===== src/rtl/apb_master_bridge.sv =====
// CPU single-request bus to APB4 initiator (IDLE -> SETUP -> ACCESS).
// Optional ACCESS-phase timeout abort enabled by defining APB_TIMEOUT_EN.
module apb_master_bridge #(
   parameter int unsigned ADDR_W      = 32,
   parameter int unsigned DATA_W      = 32,
   parameter int unsigned TIMEOUT_CYC = 255
) (
   input  logic              clk,
   input  logic              rst,
   input  logic              req_valid,
   output logic              req_ready,
   input  logic [ADDR_W-1:0] req_addr,
   input  logic              req_write,
   input  logic [3:0]        req_wstrb,
   input  logic [DATA_W-1:0] req_wdata,
   output logic              rsp_valid,
   output logic [DATA_W-1:0] rsp_rdata,
   output logic              rsp_error,
   output logic              psel,
   output logic              penable,
   output logic [ADDR_W-1:0] paddr,
   output logic              pwrite,
   output logic [DATA_W-1:0] pwdata,
   output logic [3:0]        pstrb,
   input  logic              pready,
   input  logic [DATA_W-1:0] prdata,
   input  logic              pslverr
);

   typedef enum logic [1:0] {S_IDLE, S_SETUP, S_ACCESS} state_e;

   state_e              state_q, state_d;
   logic                psel_q, psel_d;
   logic                penable_q, penable_d;
   logic [ADDR_W-1:0]   paddr_q, paddr_d;
   logic                pwrite_q, pwrite_d;
   logic [DATA_W-1:0]   pwdata_q, pwdata_d;
   logic [3:0]          pstrb_q, pstrb_d;
   logic                rsp_valid_q, rsp_valid_d;
   logic                rsp_error_q, rsp_error_d;
   logic [DATA_W-1:0]   rsp_rdata_q, rsp_rdata_d;

`ifdef APB_TIMEOUT_EN
   localparam logic [15:0] TO_LAST = 16'(TIMEOUT_CYC - 1);
   logic [15:0]         to_cnt_q, to_cnt_d;
`else
   logic                unused_timeout_cfg;
   assign unused_timeout_cfg = ^TIMEOUT_CYC;
`endif

   always_comb begin
      state_d     = state_q;
      psel_d      = psel_q;
      penable_d   = penable_q;
      paddr_d     = paddr_q;
      pwrite_d    = pwrite_q;
      pwdata_d    = pwdata_q;
      pstrb_d     = pstrb_q;
      rsp_valid_d = 1'b0;
      rsp_error_d = 1'b0;
      rsp_rdata_d = '0;
`ifdef APB_TIMEOUT_EN
      to_cnt_d    = to_cnt_q;
`endif
      case (state_q)
         S_IDLE: begin
            if (req_valid) begin
               // Misaligned requests are answered locally and never reach APB
               if (req_addr[1:0] != 2'b00) begin
                  rsp_valid_d = 1'b1;
                  rsp_error_d = 1'b1;
               end else begin
                  paddr_d   = req_addr;
                  pwrite_d  = req_write;
                  pwdata_d  = req_write ? req_wdata : '0;
                  pstrb_d   = req_write ? req_wstrb : '0;
                  psel_d    = 1'b1;
                  penable_d = 1'b0;
                  state_d   = S_SETUP;
               end
            end
         end
         S_SETUP: begin
            penable_d = 1'b1;
            state_d   = S_ACCESS;
`ifdef APB_TIMEOUT_EN
            to_cnt_d  = '0;
`endif
         end
         S_ACCESS: begin
            if (pready) begin
               psel_d      = 1'b0;
               penable_d   = 1'b0;
               rsp_valid_d = 1'b1;
               rsp_error_d = pslverr;
               rsp_rdata_d = (!pwrite_q && !pslverr) ? prdata : '0;
               state_d     = S_IDLE;
            end
`ifdef APB_TIMEOUT_EN
            else if (to_cnt_q == TO_LAST) begin
               psel_d      = 1'b0;
               penable_d   = 1'b0;
               rsp_valid_d = 1'b1;
               rsp_error_d = 1'b1;
               state_d     = S_IDLE;
            end else begin
               to_cnt_d = to_cnt_q + 16'd1;
            end
`endif
         end
         default: state_d = S_IDLE;
      endcase
   end

   always_ff @(posedge clk) begin
      if (rst) begin
         state_q     <= S_IDLE;
         psel_q      <= 1'b0;
         penable_q   <= 1'b0;
         paddr_q     <= '0;
         pwrite_q    <= 1'b0;
         pwdata_q    <= '0;
         pstrb_q     <= '0;
         rsp_valid_q <= 1'b0;
         rsp_error_q <= 1'b0;
         rsp_rdata_q <= '0;
`ifdef APB_TIMEOUT_EN
         to_cnt_q    <= '0;
`endif
      end else begin
         state_q     <= state_d;
         psel_q      <= psel_d;
         penable_q   <= penable_d;
         paddr_q     <= paddr_d;
         pwrite_q    <= pwrite_d;
         pwdata_q    <= pwdata_d;
         pstrb_q     <= pstrb_d;
         rsp_valid_q <= rsp_valid_d;
         rsp_error_q <= rsp_error_d;
         rsp_rdata_q <= rsp_rdata_d;
`ifdef APB_TIMEOUT_EN
         to_cnt_q    <= to_cnt_d;
`endif
      end
   end

   assign req_ready = (state_q == S_IDLE);
   assign psel      = psel_q;
   assign penable   = penable_q;
   assign paddr     = paddr_q;
   assign pwrite    = pwrite_q;
   assign pwdata    = pwdata_q;
   assign pstrb     = pstrb_q;
   assign rsp_valid = rsp_valid_q;
   assign rsp_error = rsp_error_q;
   assign rsp_rdata = rsp_rdata_q;

endmodule


===== config.mk =====
export PLATFORM = sky130hd
export DESIGN_NAME = apb_master_bridge
export DESIGN_NICKNAME = d
export VERILOG_FILES = /design/src/rtl/apb_master_bridge.sv
export SDC_FILE = /design/constraint.sdc
export NUM_CORES = 1
export LEC_CHECK = 0
export ABC_AREA = 0
export CAP_MARGIN = 0
export CORE_AREA = 2 2 92 129
export CTS_CLUSTER_DIAMETER = 120
export CTS_CLUSTER_SIZE = 8
export DETAILED_ROUTE_END_ITERATION = 8
export DIE_AREA = 0 0 94 131
export PLACE_DENSITY_LB_ADDON = 0.2
export SETUP_SLACK_MARGIN = 0.2
export SYNTH_ARGS = -nofsm -noshare
export SYNTH_HDL_FRONTEND = slang
export SYNTH_SLANG_ARGS = --single-unit

===== constraint.sdc =====
create_clock -name clk -period 1.19 [get_ports clk]
set_input_delay 0.1785 -clock clk [delete_from_list [all_inputs] [get_ports clk]]
set_output_delay 0.1785 -clock clk [all_outputs]
set_load 0.005 [all_outputs]

==> results of run 1 <==
## per-stage QoR
step           instance area [um^2]  setup slack (ns)  hold slack (ns)  TNS, ns  instances
4_1_cts                        6983           -0.1736           0.2255   -11.85        796
3_5_place_dp                   6166           -0.5677           0.4668   -44.34        745
6_report                       7679           -0.2126           0.2381   -15.15        817
5_1_grt                        7679           -0.2433           0.2483   -19.96        817
3_3_place_gp                   6166           -0.4826           0.4564   -39.08        745
2_1_floorplan                  3871          -0.05845           0.3002   -3.599        409
## critical path: stages, from the launching register on
cell	delay, ns
dfxtp_2	0.33
or2_4	0.29
inv_8	0.07
buf_8	0.11
buf_6	0.10
buf_6	0.09
buf_12	0.11
nand3_2	0.07
a21oi_2	0.15
## timing repair
| action | 4_1_cts | 5_1_grt |
|---|---|---|
| endpoints found under the setup margin | 212 | 157 |
| cloned | 18 | 3 |
| gates resized for setup | 610 | 111 |
| hold buffers | 0 | 0 |
| buffers inserted | 17 | 18 |
| pin swaps | 48 | 44 |
## sequential cells by signal, indices dropped and copies added (netlist names)
name / cells
paddr: 32
penable: 1
psel: 1
pstrb: 4
pwdata: 32
pwrite: 1
rsp_error: 1
rsp_rdata: 32
rsp_valid: 1
state_q: 2
## area by class of cell
cell class / count / area (um^2)
Multi-Input combinational cell: 256 / 1929
Fill cell: 869 / 3545
Tap cell: 144 / 180.2
Timing Repair Buffer: 292 / 3028
Sequential cell: 107 / 2242
Inverter: 2 / 15.01
Clock inverter: 7 / 58.81
Clock buffer: 9 / 225.2
## synth_stat cells, types with 2 or more instances
library cell and n:
or2_1 2, clkbuf_1 24, nand4_1 36, o21ai_1 10, o21ai_0 58, nand2_1 2, nor3b_1 3, nand3_1 32
dfxtp_1 107, a21oi_1 72, buf_6 10, and2_1 32, buf_2 8, nor2_1 3
## where the power goes
part	switching, uW	internal (uW)
combinational	527	789
clock	1430	1460
sequential	43.9	3660
total	2000	5900
## layer usage
| layer | GRT usage | share of wire |
|---|---|---|
| met1 | 0.2463 | 0.36 |
| met2 | 0.4277 | 0.52 |
| met3 | 0.06594 | 0.082 |
| met4 | 0.07587 | 0.030 |
| met5 | 0 | 0 |
## how the worst max path moves through the flow
stage | from | end | slack (ns) | cells past startpoint
2_1_floorplan | state_q[0] | pwdata[3] | -0.06 | 7
3_3_place_gp | req_addr[1] | paddr[2] | -0.48 | 6
3_5_place_dp | req_addr[1] | paddr[18] | -0.57 | 6
4_1_cts | state_q[1] | paddr[12] | -0.17 | 8
5_1_grt | state_q[0] | pwdata[7] | -0.24 | 7
6_report | state_q[0] | paddr[10] | -0.21 | 8
## cells by family after synthesis
| kind of cell | share of synthesized area |
|---|---|
| and+or+nand+nor | 0.1805 |
| buffers and inverters | 0.07042 |
| AOI/OAI and AO/OA | 0.1883 |
| DFF | 0.5608 |
==> flow_metrics.env, run 1 <==
export IMPL_setup_violations=107
export IMPL_root_buffer="clkbuf_16"
export IMPL_finalHoldViolCount=0
export IMPL_p_leak_uw=0.003089
export IMPL_viasPerCell=5.177
export IMPL_synth_cell_type_count=24
export IMPL_layout_setup_ws_ns=-0.2126
export IMPL_maxSlewViolCount=0
export IMPL_num_antenna_cells=0
export IMPL_first_pass_iters=4
export IMPL_routedWlPerCell_um=18.88
export IMPL_cts_clk_slew_worst_paths_ns=0.08
export IMPL_yosys_warnings=0
export IMPL_drt_iter0_drc=145
export IMPL_cts_tree="built"
export IMPL_gp_congestion=0.7398
export IMPL_synth_seq_area_share=0.5608
export IMPL_grt_pass1_wl_um=21620
export IMPL_vias=4230
export IMPL_syn_area_um2=3820
export IMPL_holdPathStages=4
export IMPL_avgSynthCellArea_um2=9.340
export IMPL_skew_ns=0.006602
export IMPL_status="complete, but fails checks"
export IMPL_die_w_um=94
export IMPL_ant_nets=0
export IMPL_port_buffers=211
export IMPL_p_total_uw=7900
export IMPL_synth_edff_count=0
export IMPL_clockBufferDepth=2
export IMPL_violations="setup timing"
export IMPL_routed_wl_um=15420
export IMPL_p_per_area_nw_per_um2=1029
export IMPL_synth_cells=409
export IMPL_synth_largest_area_cell="dfxtp_1"
export IMPL_grt_usage=0.2293
export IMPL_final_cell_mix="clkdlybuf4s50_1, buf_2, dfxtp_2, a21oi_1, nand4_1"
export IMPL_drive_above_1_share=0.5706
export IMPL_drcViolationCount=0
export IMPL_hp_class="primary input to flip-flop"
export IMPL_worst_pin_slew_ns=0.5736
export IMPL_layout_commonest_cell="clkdlybuf4s50_1"
export IMPL_reg2regPathDepth=8
export IMPL_async_reset_ff_frac=0
export IMPL_min_period_over_period=1.179
export IMPL_slew_headroom=0.6176
export IMPL_drv_cap=0
export IMPL_reg2reg_to="paddr[10]"
export IMPL_io_pins=212
export IMPL_hold_end="rsp_valid"
export IMPL_start_util=0.3404
export IMPL_die_h_um=131
export IMPL_clock_latency_ns=0.34
export IMPL_ys_ff_latch=107
export IMPL_hpwl_um=8378
export IMPL_r2r_slack_ns=-0.21
export IMPL_cts_buffers=9
export IMPL_clock_fmax_ghz=0.7130
export IMPL_synthToLayoutAreaGrowth_pct=101.0
export IMPL_grt_overflow=0
export IMPL_hold_start="rst"
export IMPL_mappedNetlistNets=515
export IMPL_antenna_found_initial=0
export IMPL_final_core_util=0.6842
export IMPL_grt_max_degree=41
export IMPL_cts_htree_levels=3
export IMPL_cts_sinks=107
export IMPL_netlist_top_cells_area="dfxtp_1, a21oi_1, o21ai_0, nand4_1, and2_1"
export IMPL_die_area_um2=12310
export IMPL_grt_pass1_vias=4108
export IMPL_synthFlopType="dfxtp_1"
export IMPL_core_region_area_um2=11220
export IMPL_fin_nets=774
export IMPL_rows=46
export IMPL_cp_max_fo=5
export IMPL_rsz0062_at_grt="yes"
export IMPL_cp_start_kind="flip-flop"
export IMPL_irDropWorstVdd_mv=0.6633
export IMPL_cp_arrival_ns=1.67
export IMPL_synth_top_area_frac=0.5608
export IMPL_critical_path_class="flip-flop to flip-flop"
export IMPL_fin_crit_ns=1.403
export IMPL_worstSetupEndpointType="flip-flop"
export IMPL_timing_rr_start="state_q[0]"
export IMPL_critPathRequiredTime_ns=1.46
Note: power is estimated with default switching activity, not from simulation.
==> run 2: changes to the inputs <==
--- a/config.mk
+++ b/config.mk
@@ -7,12 +7,15 @@
 export LEC_CHECK = 0
 export ABC_AREA = 0
 export CAP_MARGIN = 0
-export CORE_AREA = 2 2 92 129
+export CELL_PAD_IN_SITES_DETAIL_PLACEMENT = 2
+export CELL_PAD_IN_SITES_GLOBAL_PLACEMENT = 2
+export CORE_AREA = 2 2 123 173
 export CTS_CLUSTER_DIAMETER = 120
 export CTS_CLUSTER_SIZE = 8
 export DETAILED_ROUTE_END_ITERATION = 8
-export DIE_AREA = 0 0 94 131
+export DIE_AREA = 0 0 125 175
 export PLACE_DENSITY_LB_ADDON = 0.2
+export REMOVE_ABC_BUFFERS = 1
 export SETUP_SLACK_MARGIN = 0.2
 export SYNTH_ARGS = -nofsm -noshare
 export SYNTH_HDL_FRONTEND = slang
==> run 2 against run 1 <==
Effect of this change: the run still ends with setup timing left; worst hold slack better by 0.035 ns; critical path depth decreased by 2; flip-flop and latch count did not move; sequential power hardly changed; cell count grew 17%; fmax decreased by 0.46%; first-iteration DRC count fell by 23%; register-to-register slack is essentially flat; highest routed layer unchanged.
==> flow_metrics.env, run 2 (synthesized netlist as in run 1, its figures left out) <==
export IMPL_p_leak_uw=0.003352
export IMPL_dp_slack_ns=-0.5551
export IMPL_die_area_um2=21880
export IMPL_viasPerCell=4.581
export IMPL_drv_cap=0
export IMPL_cts_sinks=107
export IMPL_hold_start="rst"
export IMPL_crit_start="state_q[1]"
export IMPL_start_util=0.1879
export IMPL_hp_class="primary input to flip-flop"
export IMPL_drive_above_1_share=0.6766
export IMPL_clockBufferDepth=2
export IMPL_fin_nets=803
export IMPL_routedWlPerCell_um=22.18
export IMPL_rsz0062_at_grt="yes"
export IMPL_rows=62
export IMPL_grt_max_degree=34
export IMPL_crit_slowest_cell="dfxtp_2"
export IMPL_antenna_found_initial=1
export IMPL_fin_crit_ns=1.409
export IMPL_grt_overflow=0
export IMPL_violations="setup timing"
export IMPL_critical_path_class="flip-flop to flip-flop"
export IMPL_cp_start_kind="flip-flop"
export IMPL_die_w_um=125
export IMPL_holdPathStages=4
export IMPL_root_buffer="clkbuf_16"
export IMPL_skew_ns=0.008862
export IMPL_first_pass_iters=4
export IMPL_clock_fmax_ghz=0.7096
export IMPL_cp_buffers_inverters=3
export IMPL_io_pins=212
export IMPL_status="complete, but fails checks"
export IMPL_grt_pass1_wl_um=27990
export IMPL_die_h_um=175
export IMPL_port_buffers=211
export IMPL_crit_cells=6
export IMPL_drt_iter0_drc=111
export IMPL_slew_headroom=0.7219
export IMPL_final_core_util=0.4278
export IMPL_hpwl_um=11290
export IMPL_cts_tree="built"
export IMPL_finalHoldViolCount=0
export IMPL_cts_buffers=9
export IMPL_cp_max_fo=6
export IMPL_synthToLayoutAreaGrowth_pct=127.6
export IMPL_routed_wl_um=21270
export IMPL_reg2regPathDepth=6
export IMPL_gp_congestion=0.7591
export IMPL_hold_buffers=0
export IMPL_layout_commonest_cell="clkdlybuf4s50_1"
export IMPL_worstSetupEndpointType="flip-flop"
export IMPL_cts_clk_slew_worst_paths_ns=0.08
export IMPL_worst_pin_slew_ns=0.4172
export IMPL_maxSlewViolCount=0
export IMPL_setup_violations=106
export IMPL_grt_usage=0.1665
export IMPL_timing_rr_start="state_q[1]"
export IMPL_vias=4393
export IMPL_final_cell_mix="clkdlybuf4s50_1, dfxtp_2, buf_6, buf_4, buf_2"
export IMPL_fill_cells=2112
export IMPL_grt_pass1_vias=4707
export IMPL_path_delay_family="buffers and inverters"
export IMPL_p_total_uw=8240
export IMPL_core_region_area_um2=20320
export IMPL_ff_latch_area_um2=2258
export IMPL_clock_latency_ns=0.35
export IMPL_crit_path_frequent_cell="buf_12"
export IMPL_cpPeakStageDelay_ns=0.32
export IMPL_critPathRequiredTime_ns=1.42
export IMPL_crit_chain="or2_4, buf_12, buf_12, buf_16, o21ai_4, a21oi_2"
export IMPL_cp_arrival_ns=1.63
export IMPL_cts_htree_levels=3
export IMPL_p_per_area_nw_per_um2=947.7
export IMPL_irDropWorstVdd_mv=0.5345
export IMPL_ant_nets=0
export IMPL_drcViolationCount=0
export IMPL_multi_input_area_um2=2276
export IMPL_min_period_over_period=1.184
export IMPL_layout_setup_ws_ns=-0.2192
## run 2: per-layer routing
metal  GRT usage  part of all wire  vias to the layer above
met1      0.1653              0.36                     2178
met5           0                 0                        -
met2      0.3213              0.57                      143
met4     0.06019             0.019                        0
li1            -                 -                     2053
met3     0.05205             0.051                       19
## run 2: worst paths after layout
check,end,slack [ns]
setup / recovery,pwdata[29],-0.22
hold / removal,rsp_valid,0.27
setup reg to reg,pwdata[29],-0.22
hold reg to reg,paddr[5],0.47
## run 2: repair_timing
item	4_1_cts	5_1_grt
gates resized for setup	650	212
cloned	14	15
buffers inserted	21	37
pin swaps	18	142
setup endpoints to repair	212	193
## run 2: area by class of cell
class | instances | share of cell area
Clock buffer | 11 | 0.02792
Clock inverter | 5 | 0.005181
Timing Repair Buffer | 321 | 0.4065
Tap cell | 256 | 0.03684
Multi-Input combinational cell | 256 | 0.2618
Antenna cell | 1 | 0.0002878
Inverter | 2 | 0.001727
Sequential cell | 107 | 0.2598
## run 2: power breakdown
| part | internal [uW] | switching, uW | total, uW | leakage, uW |
|---|---|---|---|---|
| registers | 3650 | 51.2 | 3700 | 0.000908 |
| logic | 886 | 666 | 1550 | 0.00231 |
| clock network | 1510 | 1470 | 2980 | 0.000138 |
| total | 6050 | 2190 | 8240 | 0.00335 |
## run 2: per-stage QoR
stage	std cells	setup TNS [ns]	instance area, um^2	hold WS (ns)
floorplan	365	-105.15	3566	0.2476
global placement	855	-41.52	6272	0.4577
detailed placement	855	-44.91	6272	0.4734
CTS	906	-14.24	7101	0.2725
global route	959	-20.47	8695	0.2771
finish	959	-14.40	8695	0.2731
## run 2: worst register-to-register path, stage by stage (launching register included)
cell and delay (ns):
dfxtp_2 0.32, or2_4 0.30, buf_12 0.17, buf_12 0.15, buf_16 0.14, o21ai_4 0.14
a21oi_2 0.08
==> run 3: changes to the inputs <==
--- a/config.mk
+++ b/config.mk
@@ -9,11 +9,11 @@
 export CAP_MARGIN = 0
 export CELL_PAD_IN_SITES_DETAIL_PLACEMENT = 2
 export CELL_PAD_IN_SITES_GLOBAL_PLACEMENT = 2
-export CORE_AREA = 2 2 123 173
+export CORE_AREA = 2 2 112 158
 export CTS_CLUSTER_DIAMETER = 120
 export CTS_CLUSTER_SIZE = 8
 export DETAILED_ROUTE_END_ITERATION = 8
-export DIE_AREA = 0 0 125 175
+export DIE_AREA = 0 0 114 160
 export PLACE_DENSITY_LB_ADDON = 0.2
 export REMOVE_ABC_BUFFERS = 1
 export SETUP_SLACK_MARGIN = 0.2
==> constraint.sdc (replaced) <==
create_clock -name clk -period 1.7 [get_ports clk]
set_input_delay 0.255 -clock clk [delete_from_list [all_inputs] [get_ports clk]]
set_output_delay 0.255 -clock clk [all_outputs]
set_load 0.005 [all_outputs]
==> run 3 against run 2 <==
Effect of this change: the run now ends clean; critical path depth decreased by 5; clock skew up 0.0012 ns; power is 33% lower; global-route usage is 0.22 points lower; cell count decreased by 14%; sequential share of layout area is 6.6 points higher; register-to-register slack improved by 0.49 ns; die area fell by 17%; design area down 24%; largest cell class unchanged.
==> flow_metrics.env, run 3 (synthesized netlist as in run 1, its figures left out) <==
export IMPL_drt_iter0_drc=201
export IMPL_reg2regPathDepth=5
export IMPL_fill_cells=1873
export IMPL_critPathRequiredTime_ns=1.44
export IMPL_layout_commonest_cell="clkdlybuf4s50_1"
export IMPL_cpPeakStageDelay_ns=0.51
export IMPL_status="completed"
export IMPL_die_w_um=114
export IMPL_viasPerCell=4.789
export IMPL_grt_max_degree=74
export IMPL_maxSlewViolCount=0
export IMPL_start_util=0.2250
export IMPL_cp_arrival_ns=1.21
export IMPL_crit_slowest_cell="clkdlybuf4s50_1"
export IMPL_holdPathStages=3
export IMPL_dp_slack_ns=-0.1347
export IMPL_gp_congestion=0.7178
export IMPL_antenna_found_initial=2
export IMPL_setup_tns_ns=0
export IMPL_slew_headroom=0.7653
export IMPL_p_total_uw=5533
export IMPL_final_cell_mix="clkdlybuf4s50_1, dfxtp_1, a21oi_1, o21ai_0, nand4_1"
export IMPL_vias=3927
export IMPL_clockBufferDepth=2
export IMPL_grtUsageMet1=0.1702
export IMPL_drcViolationCount=0
export IMPL_cts_sinks=107
export IMPL_gr_usage_met2=0.2895
export IMPL_crit_start="pwdata[31]"
export IMPL_layout_setup_ws_ns=0.2313
export IMPL_rsz0062_at_grt="yes"
export IMPL_drive_above_1_share=0.08660
export IMPL_setup_violations=0
export IMPL_skew_ns=0.01007
export IMPL_hold_start="rst"
export IMPL_port_buffers=211
export IMPL_die_area_um2=18240
export IMPL_clock_latency_ns=0.35
export IMPL_timing_rr_start="state_q[0]"
export IMPL_routedWlPerCell_um=19.14
export IMPL_rows=57
export IMPL_finalHoldViolCount=0
export IMPL_ant_nets=0
export IMPL_hpwl_um=10700
export IMPL_fin_crit_ns=1.469
export IMPL_hold_end="rsp_valid"
export IMPL_core_region_area_um2=16970
export IMPL_cp_start_kind="flip-flop"
export IMPL_cp_max_fo=2
export IMPL_reg2reg_to="pwdata[1]"
export IMPL_whs_ns=0.3557
export IMPL_synthToLayoutAreaGrowth_pct=73.17
export IMPL_routed_wl_um=15700
export IMPL_p_per_area_nw_per_um2=836.4
export IMPL_crit_chain="clkdlybuf4s50_1"
export IMPL_grt_pass1_wl_um=23350
export IMPL_hp_class="primary input to flip-flop"
export IMPL_cts_clk_slew_worst_paths_ns=0.08
export IMPL_drv_cap=0
export IMPL_p_leak_uw=0.002610
export IMPL_cts_tree="built"
export IMPL_top_usage_layer="met2"
export IMPL_min_period_over_period=0.8639
export IMPL_grt_overflow=0
export IMPL_grt_usage=0.1643
export IMPL_r2r_slack_ns=0.27
export IMPL_cts_htree_levels=3
export IMPL_critical_path_class="flip-flop to output pin"
export IMPL_worst_pin_slew_ns=0.3521
export IMPL_grt_pass1_vias=4356
export IMPL_stdcell_count=820
export IMPL_worstSetupEndpointType="output pin"
export IMPL_clock_fmax_ghz=0.6809
export IMPL_root_buffer="clkbuf_16"
export IMPL_first_pass_iters=4
export IMPL_dpl_cell_count=799
export IMPL_cts_buffers=9
export IMPL_cp_buffers_inverters=1
export IMPL_irDropWorstVdd_mv=0.4156
export IMPL_fin_nets=715
export IMPL_die_h_um=160
export IMPL_path_delay_family="buffers and inverters"
export IMPL_use_met3=0.05882
export IMPL_io_pins=212
-- run 3: cell types whose count changed in the layout (fill, tap and decap cells not counted), sizes merged --
cell,delta
bufbuf,-2
clkdlybuf4s50,+81
buf,-181
dlygate4sd2,+7
bufinv,+2
clkinvlp,-1
inv,-1
clkinv,-2
dlymetal6s2s,+17
diode,+1
clkbuf,-10
-- run 3: worst max-delay path by stage --
stage | end | slack [ns] | depth (start not counted)
detailed placement | pwdata[1] | -0.13 | 6
global placement | pwdata[20] | -0.03 | 6
CTS | req_ready | 0.18 | 3
floorplan | pstrb[0] | -0.95 | 3
finish | pwdata[31] | 0.23 | 1
global route | pwdata[23] | 0.16 | 7
-- run 3: routing by layer --
metal / vias to the layer above / wire length (um) / share of wire
met5: - / 0 / 0
met4: 0 / 384 / 0.024
met3: 20 / 1276 / 0.081
met2: 151 / 8148 / 0.52
met1: 1909 / 5885 / 0.37
li1: 1847 / - / -
-- run 3: final cells by class --
class                   instances  area (um^2)  share of cell area
repair buffers                233         2440              0.3688
flip-flops and latches        107         2152              0.3253
multi-input cells             256         1421              0.2149
well taps                     206        257.7             0.03896
clock buffers                  11        252.7             0.03821
clock inverters                 3        71.32             0.01078
inverters                       2        15.01            0.002270
diodes                          2        5.005           0.0007566
-- run 3: metrics by stage --
stage | utilization | area (um^2)
2_1_floorplan | - | 3566
3_3_place_gp | 0.3632 | 6165
3_5_place_dp | 0.3632 | 6165
4_1_cts | 0.3821 | 6485
5_1_grt | 0.3897 | 6615
6_report | 0.3897 | 6615
-- run 3: what timing repair did --
action / in CTS / in global routing
hold buffers: 0 / 0
pin swaps: 0 / 1
resized for setup: 18 / 26
gates cloned: 0 / 2
setup endpoints to repair: 15 / 36
buffers inserted: 0 / 3
-- run 3: where the power goes --
| group | switching [uW] | internal (uW) | leakage (uW) | total, uW |
|---|---|---|---|---|
| Sequential | 24.7 | 2560 | 0.000870 | 2580 |
| Clock | 948 | 1370 | 0.000160 | 2320 |
| Combinational | 261 | 377 | 0.00158 | 638 |
